===== config.mk =====
export PLATFORM = sky130hd
export DESIGN_NAME = data_memory_unit
export DESIGN_NICKNAME = d
export VERILOG_FILES = /design/src/rtl/fcpu_pkg.sv /design/src/rtl/data_memory_unit.sv
export SDC_FILE = /design/constraint.sdc
export NUM_CORES = 1
export LEC_CHECK = 0
export BUFFER_PORTS_ARGS = -buffer_cell sky130_fd_sc_hd__buf_4
export CORE_MARGIN = 2
export CORE_UTILIZATION = 46
export CTS_BUF_LIST = sky130_fd_sc_hd__clkbuf_8
export DETAILED_ROUTE_END_ITERATION = 8
export PLACE_DENSITY = 0.82
export SLEW_MARGIN = 20
export SYNTH_ARGS = -nofsm -noshare
export SYNTH_HDL_FRONTEND = slang
export SYNTH_SLANG_ARGS = --single-unit

===== constraint.sdc =====
create_clock -name clk -period 2.34 [get_ports clk]
set_clock_uncertainty 0.1 [all_clocks]
set_input_delay 0.117 -clock clk [delete_from_list [all_inputs] [get_ports clk]]
set_output_delay 0.117 -clock clk [all_outputs]
set_load 0.03 [all_outputs]

===== src/rtl/fcpu_pkg.sv =====
// fcpu_pkg: shared widths, opcodes, memory-unit FSM states and opcode classifiers.
package fcpu_pkg;
  localparam int DATA_W   = 32;
  localparam int RSV_ID_W = 4;
  localparam int INSTR_W  = 6;
  localparam int CDB_W    = RSV_ID_W + DATA_W;
  localparam logic [INSTR_W-1:0] I_NOP     = 6'd0;
  localparam logic [INSTR_W-1:0] I_ADD     = 6'd1;
  localparam logic [INSTR_W-1:0] I_SUB     = 6'd2;
  localparam logic [INSTR_W-1:0] I_LOAD    = 6'd16;
  localparam logic [INSTR_W-1:0] I_LOADB   = 6'd17;
  localparam logic [INSTR_W-1:0] I_LOADR   = 6'd18;
  localparam logic [INSTR_W-1:0] I_LOADF   = 6'd19;
  localparam logic [INSTR_W-1:0] I_LOADBF  = 6'd20;
  localparam logic [INSTR_W-1:0] I_LOADRF  = 6'd21;
  localparam logic [INSTR_W-1:0] I_STORE   = 6'd24;
  localparam logic [INSTR_W-1:0] I_STOREB  = 6'd25;
  localparam logic [INSTR_W-1:0] I_STORER  = 6'd26;
  localparam logic [INSTR_W-1:0] I_STOREF  = 6'd27;
  localparam logic [INSTR_W-1:0] I_STOREBF = 6'd28;
  localparam logic [INSTR_W-1:0] I_STORERF = 6'd29;
  localparam logic [INSTR_W-1:0] I_INPUT   = 6'd32;
  localparam logic [INSTR_W-1:0] I_INPUTF  = 6'd33;
  localparam logic [INSTR_W-1:0] I_OUTPUT  = 6'd34;
  typedef enum logic [2:0] {
    S_IDLE, S_EXEC, S_RD_WAIT, S_IN_WAIT, S_OUT_WAIT, S_RESP
  } dmu_state_t;
  typedef struct packed {
    logic [RSV_ID_W-1:0] rsv_id;
    logic [INSTR_W-1:0]  opcode;
  } dmu_req_t;
  function automatic logic is_load_op(input logic [INSTR_W-1:0] op);
    return op inside {I_LOAD, I_LOADB, I_LOADR, I_LOADF, I_LOADBF, I_LOADRF};
  endfunction
  function automatic logic is_store_op(input logic [INSTR_W-1:0] op);
    return op inside {I_STORE, I_STOREB, I_STORER, I_STOREF, I_STOREBF, I_STORERF};
  endfunction
  function automatic logic is_io_op(input logic [INSTR_W-1:0] op);
    return op inside {I_INPUT, I_INPUTF, I_OUTPUT};
  endfunction
endpackage


===== src/rtl/data_memory_unit.sv =====
// data_memory_unit: executes one load/store/input/output request at a time against
// an external synchronous RAM or byte streams, returning results on a CDB port.
module data_memory_unit
  import fcpu_pkg::*;
#(
  parameter int DRAM_ADDR_W = 16
) (
  input  logic                   clk,
  input  logic                   rst,
  input  logic [RSV_ID_W-1:0]    i_rsv_id,
  input  logic                   i_valid,
  input  logic [DATA_W-1:0]      i_data,
  input  logic [DATA_W-1:0]      i_addr,
  input  logic [INSTR_W-1:0]     i_opcode,
  output logic                   i_ready,
  output logic [CDB_W-1:0]       o_cdb,
  output logic                   o_cdb_valid,
  input  logic                   o_cdb_ready,
  output logic [DRAM_ADDR_W-1:0] dram_addr,
  output logic                   dram_we,
  output logic [DATA_W-1:0]      dram_wdata,
  input  logic [DATA_W-1:0]      dram_rdata,
  input  logic [7:0]             io_in_data,
  input  logic                   io_in_valid,
  output logic                   io_in_ready,
  output logic [7:0]             io_out_data,
  output logic                   io_out_valid,
  input  logic                   io_out_ready
);
  dmu_state_t state;
  dmu_req_t   req;
  logic       in_op;
  logic       unused_addr;
  assign unused_addr  = ^i_addr[DATA_W-1:DRAM_ADDR_W];
  assign in_op        = is_io_op(req.opcode) && req.opcode != I_OUTPUT;
  // Handshake strobes are gated by rst so nothing is accepted or emitted in a reset cycle.
  assign i_ready      = state == S_IDLE && !rst;
  assign io_in_ready  = state == S_IN_WAIT && !rst;
  assign io_out_valid = state == S_OUT_WAIT && !rst;
  always_ff @(posedge clk) begin
    if (rst) begin
      state       <= S_IDLE;
      req         <= '0;
      o_cdb       <= '0;
      o_cdb_valid <= 1'b0;
      dram_we     <= 1'b0;
      dram_addr   <= '0;
      dram_wdata  <= '0;
      io_out_data <= '0;
    end else begin
      dram_we <= 1'b0;
      case (state)
        S_IDLE: if (i_valid) begin
          req        <= '{rsv_id: i_rsv_id, opcode: i_opcode};
          dram_addr  <= i_addr[DRAM_ADDR_W-1:0];
          dram_wdata <= i_data;
          dram_we    <= is_store_op(i_opcode);
          if (i_opcode == I_OUTPUT) io_out_data <= i_data[7:0];
          state <= S_EXEC;
        end
        S_EXEC: state <= is_load_op(req.opcode) ? S_RD_WAIT :
                         in_op                  ? S_IN_WAIT :
                         req.opcode == I_OUTPUT ? S_OUT_WAIT : S_IDLE;
        S_RD_WAIT: begin
          o_cdb       <= {req.rsv_id, dram_rdata};
          o_cdb_valid <= 1'b1;
          state       <= S_RESP;
        end
        S_IN_WAIT: if (io_in_valid) begin
          o_cdb       <= {req.rsv_id, 24'b0, io_in_data};
          o_cdb_valid <= 1'b1;
          state       <= S_RESP;
        end
        S_OUT_WAIT: if (io_out_ready) state <= S_IDLE;
        S_RESP: if (o_cdb_ready) begin
          o_cdb_valid <= 1'b0;
          state       <= S_IDLE;
        end
        default: state <= S_IDLE;
      endcase
    end
  end
endmodule


Word-level counts from Yosys, hierarchy flattened
Index checks and enable logic that the tools add are counted.
Word-level totals
  register bits: 107
  bits in latches: 0
  memory bits (writable): 0
  memory bits (read-only): 0
  output and inout bits: 97
  word-level logic and storage cells: 67
  memories: 0
Cells by class
  add/sub/neg operators: 0
  $mul: 0
  div/mod/pow operators: 0
  magnitude comparators: 0
  eq/ne operators: 26
  shift-type cells: 0
  multiplexer cells: 13
  bitwise logic cells: 2
  reductions and logical operators: 17
Operators by type and width (count)
  $eq 6x5->1 const B: 12
  $pmux 36 s2: 1
  $mux 36: 1
  $eq 6x6->1 const B: 4
  $mux 3: 7
  $pmux 3 s6: 1
  $reduce_bool 6->1: 2
  $ne 2x2->1 const B: 4
  $eq 3x2->1 const B: 2
  $eq 3x3->1 const B: 2
  $ne 6x6->1 const B: 1
  $reduce_and 3->1: 2
  $reduce_bool 3->1: 2
  $logic_and 1x1->1: 4
  $reduce_and 2->1: 2
  $reduce_and 4->1: 1
  $eq 3x1->1 const B: 1
  $logic_not 3->1: 1
  $pmux 1 s3: 1
  $reduce_or 3->1: 1
  $mux 1: 2
  $not 1->1: 2
  $reduce_bool 2->1: 1
  $logic_not 1->1: 1

Longest topological paths before layout
  depth after elaboration: 6
  mapped depth: 7
  depth with buffers taken out: 3

Least setup slack after synthesis
No wires, ideal clock.
  kind: register to register
  start point: register state[2]
  end point: register io_out_data[0]
  arrival time: 1.791 ns
  setup slack: 0.377 ns
  cell stages (with the launch flop): 6
  buffers on the path: 2
  period minus slack after synthesis: 1.963 ns
  path through: dfxtp_1 -> buf_6 -> or4b_1 -> buf_2 -> nor4_4 -> mux2i_1
Between the ends
  longest elaborated chain between the ends: 2
Ends and longest elaborated chain
  start, declared: line data_memory_unit.sv:30  | dmu_state_t state;
  start signal, assigned: line data_memory_unit.sv:61  | S_EXEC: state <= is_load_op(req.opcode) ? S_RD_WAIT :
  $logic_not 3->1: line data_memory_unit.sv:52  | case (state)
  $reduce_and 3->1 (no source line)
  end signal, assigned: line data_memory_unit.sv:58  | if (i_opcode == I_OUTPUT) io_out_data <= i_data[7:0];
  end, declared: line data_memory_unit.sv:26  | output logic [7:0] io_out_data,
Every way passes these cells.
A chain may end at the register's enable or synchronous reset.

Worst setup path in the final report
  start point: register state[0]
  end point: register dram_we
Between the ends
  longest elaborated chain between the ends: 3
Ends and longest elaborated chain
  $logic_not 3->1: line data_memory_unit.sv:52
  $not 1->1 (no source line)
  $reduce_or 3->1 (no source line)
  end signal, assigned: line data_memory_unit.sv:57  | dram_we <= is_store_op(i_opcode);
  end, declared: line data_memory_unit.sv:20  | output logic dram_we,
Every way passes these cells.

==> load_flow_metrics.sql <==
INSERT INTO impl_metrics (metric_group, metric, value, unit) VALUES
('worst_setup_path', 'cp_cell_sequence', 'buf_4, nor4b_2, buf_6, nand4_1, a21oi_1, dlygate4sd3_1', ''),
('worst_setup_path', 'worst-r2r-setup-slack', '80', 'ps'),
('global_route', 'wire_length_of_the_first_global_routing_pass', '22100', 'um'),
('cts', 'cts_inserted_buffers', '9', ''),
('floorplan', 'row_count', '34', ''),
('power', 'swShare', '0.296', ''),
('placed_design', 'post-place-cells', '781', ''),
('worst_setup_path', 'worst_path_max_stage_delay', '570', 'ps'),
('power', 'totalPowerFinal', '3.83', 'mW'),
('floorplan', 'die_w', '97.6', 'um'),
('synthesis', 'netlist_top_cells_count', 'nand2_1 (165), dfxtp_1 (107), a21oi_1 (96), clkbuf_1 (35), o21ai_0 (28)', ''),
('global_route', 'pin_count_of_the_biggest_net_entering_global_routing', '59', ''),
('synthesis', 'syn_area_per_cell', '8.03', 'um2'),
('final_layout', 'design_area', '6800', 'um2'),
('power', 'static-leakage-power', '2.94', 'nW'),
('sta', 'fin_crit_sh', '0.967', ''),
('synthesis', 'postSynth.asyncResetShare', '0', ''),
('synthesis', 'yosys.area.top_type', 'dfxtp_1', ''),
('power', 'switchingPower', '1.13', 'mW'),
('drt', 'routed_wire_length_per_instance', '15.5', 'um'),
('hold_path', 'hold_depth', '3', ''),
('sta', 'setup_viol', '0', ''),
('drt', 'detail_route.vias_per_cell', '5.25', ''),
('synthesis', 'synth.area.top_cells', 'dfxtp_1 (53%), nand2_1 (15%), a21oi_1 (12%)', ''),
('placed_design', 'preCtsSetupSlack', '345', 'ps'),
('sta', 'hold-worst-slack', '97.3', 'ps'),
('cts', 'clk_path_buf_depth', '2', ''),
('synthesis', 'yosysUniqueCellTypes', '33', ''),
('worst_setup_path', 'timing.reg2reg.worst_path_depth', '6', ''),
('worst_setup_path', 'crit_type', 'reg2reg', ''),
('global_route', 'overall_fraction_of_global_route_tracks_in_use', '0.283', ''),
('drt', 'via_count_of_the_routed_design', '4718', ''),
('placed_design', 'gp_congestion', '0.883', ''),
('sta', 'worst_pin_slew', '602', 'ps'),
('sta', 'maxSlewHeadroom', '0.598', ''),
('cts', 'clockRootBuffer', 'clkbuf_8', ''),
('drt', 'starting_drt_drc_count', '284', ''),
('synthesis', 'synth.top_cell.area_share', '0.531', ''),
('synthesis', 'synth-seq-cells', '107', ''),
('global_route', 'grt_remaining_overflow', '0', ''),
('final_layout', 'stdcell_count', '898', ''),
('worst_setup_path', 'worst-path-max-fanout', '41', ''),
('sta', 'finalCriticalPeriod', '2260', 'ps'),
('hold_path', 'hold_path.class', 'in2reg', ''),
('placed_design', 'count_of_buffers_from_port_buffering', '200', ''),
('synthesis', 'synth.most_common_cell', 'nand2_1', ''),
('worst_setup_path', 'crit_arrival', '2460', 'ps'),
('power', 'pwr-share-clk', '0.269', ''),
('synthesis', 'post_synth_instance_area', '4030', 'um2'),
('sta', 'worst_slack', '77.7', 'ps'),
('synthesis', 'net_count_synth', '622', ''),
('placed_design', 'place_hpwl', '8070', 'um'),
('cts', 'cts_tree', 'yes', ''),
('power', 'power_density', '563', 'nW/um2'),
('cts', 'clk_transition_reported_paths', '100', 'ps'),
('run', 'drv_cap', '0', ''),
('cts', 'cts.sink_count', '107', ''),
('placed_design', 'post_dp_cell_area', '5600', 'um2'),
('worst_setup_path', 'worst_ep_required_time', '2540', 'ps'),
('sta', 'max_clock_freq', '0.442', 'GHz'),
('final_layout', 'finalNetCount', '905', ''),
('global_route', 'antenna_found_initial', '0', ''),
('sta', 'unrepaired_setup_endpoints_after_global_routing', 'true', ''),
('final_layout', 'diodes', '0', ''),
('power', 'seq_power_share', '0.511', ''),
('run_status', 'result_of_the_run', 'finished, final reports clean', ''),
('power', 'power.combinational.fraction', '0.220', ''),
('worst_setup_path', 'cp-end-kind', 'register', ''),
('sta', 'final_hold_viol_count', '0', ''),
('worst_setup_path', 'cp_slowest_cell', 'dlygate4sd3_1', ''),
('global_route', 'via_count_of_the_first_global_routing_pass', '4703', '');
==> worst paths after layout <==
path,end,from
hold / removal,state[2],io_out_ready
setup reg to reg,dram_we,state[0]
setup / recovery,dram_we,state[0]
hold reg to reg,dram_wdata[30],dram_wdata[30]
==> flip-flops by register name, summed over array words and instances (netlist names) <==
signal / flops
dram_addr: 16
dram_wdata: 32
dram_we: 1
io_out_data: 8
o_cdb: 36
o_cdb_valid: 1
req: 10
state: 3
==> final cells by class <==
cell class	instances	area, um2
clock buffers	9	124
clock inverters	7	50.0
fillers	543	1800
inverters	3	11.3
multi-input cells	352	1730
flip-flops and latches	107	2140
well taps	108	135
repair buffers	312	2600
==> power groups by stage <==
stage          clock network, mW  logic, mW  registers [mW]
6_report                    1.03      0.843            1.95
5_1_grt                     1.13      0.899            1.96
4_1_cts                     1.05      0.823            1.95
3_5_place_dp                   0      0.691            1.99
3_3_place_gp                   0      0.675            1.99
2_1_floorplan                  0      0.239            2.12
==> critical path: cells and delay by family, from the launching register on <==
family          cells  cell delay [ps]
compound gates      1              160
buf+inv             3             1120
simple gates        2              500
flops               1              320
==> metal layers <==
layer  vias to the layer above  global-route usage  share of wire
met4                         0               0.151          0.046
met2                       228               0.500           0.52
met1                      2181               0.318           0.37
li1                       2253                   -              -
met3                        56              0.0583          0.065
met5                         -                   0              0
==> what timing repair did <==
| action | in CTS | in global routing |
|---|---|---|
| resized for setup | 0 | 2 |
| hold endpoints to repair | 101 | 0 |
| hold buffers | 101 | 0 |
| endpoints found under the setup margin | 0 | 9 |
==> cells by family (layout without fill, tap and decap cells) <==
logic type      after synthesis  count (layout)  share of synthesized area
mux                           9               9                     0.0223
buf+inv                      43             331                     0.0425
flops                       107             107                      0.531
compound gates              141             141                      0.191
simple gates                202             202                      0.213
==> layout by cell type (no fill, tap or decap), types with 2 or more instances in the layout <==
| cell | Yosys | routed |
|---|---|---|
| buf_4 | 0 | 210 |
| nand2_1 | 165 | 165 |
| dfxtp_1 | 107 | 107 |
| dlygate4sd3_1 | 0 | 101 |
| a21oi_1 | 96 | 96 |
| o21ai_0 | 28 | 28 |
| nand3_1 | 12 | 12 |
| mux2i_1 | 9 | 9 |
| a311oi_1 | 9 | 9 |
| clkbuf_8 | 0 | 9 |
| nand2b_1 | 5 | 5 |
| nor3_1 | 3 | 3 |
| nor2b_1 | 5 | 3 |
| clkinv_2 | 0 | 3 |
| inv_6 | 0 | 3 |
| nor2_1 | 2 | 2 |
| nor2b_2 | 0 | 2 |
| inv_1 | 2 | 2 |
| o41ai_1 | 2 | 2 |
| a32o_1 | 2 | 2 |
Power figures use the tool's default switching activity.
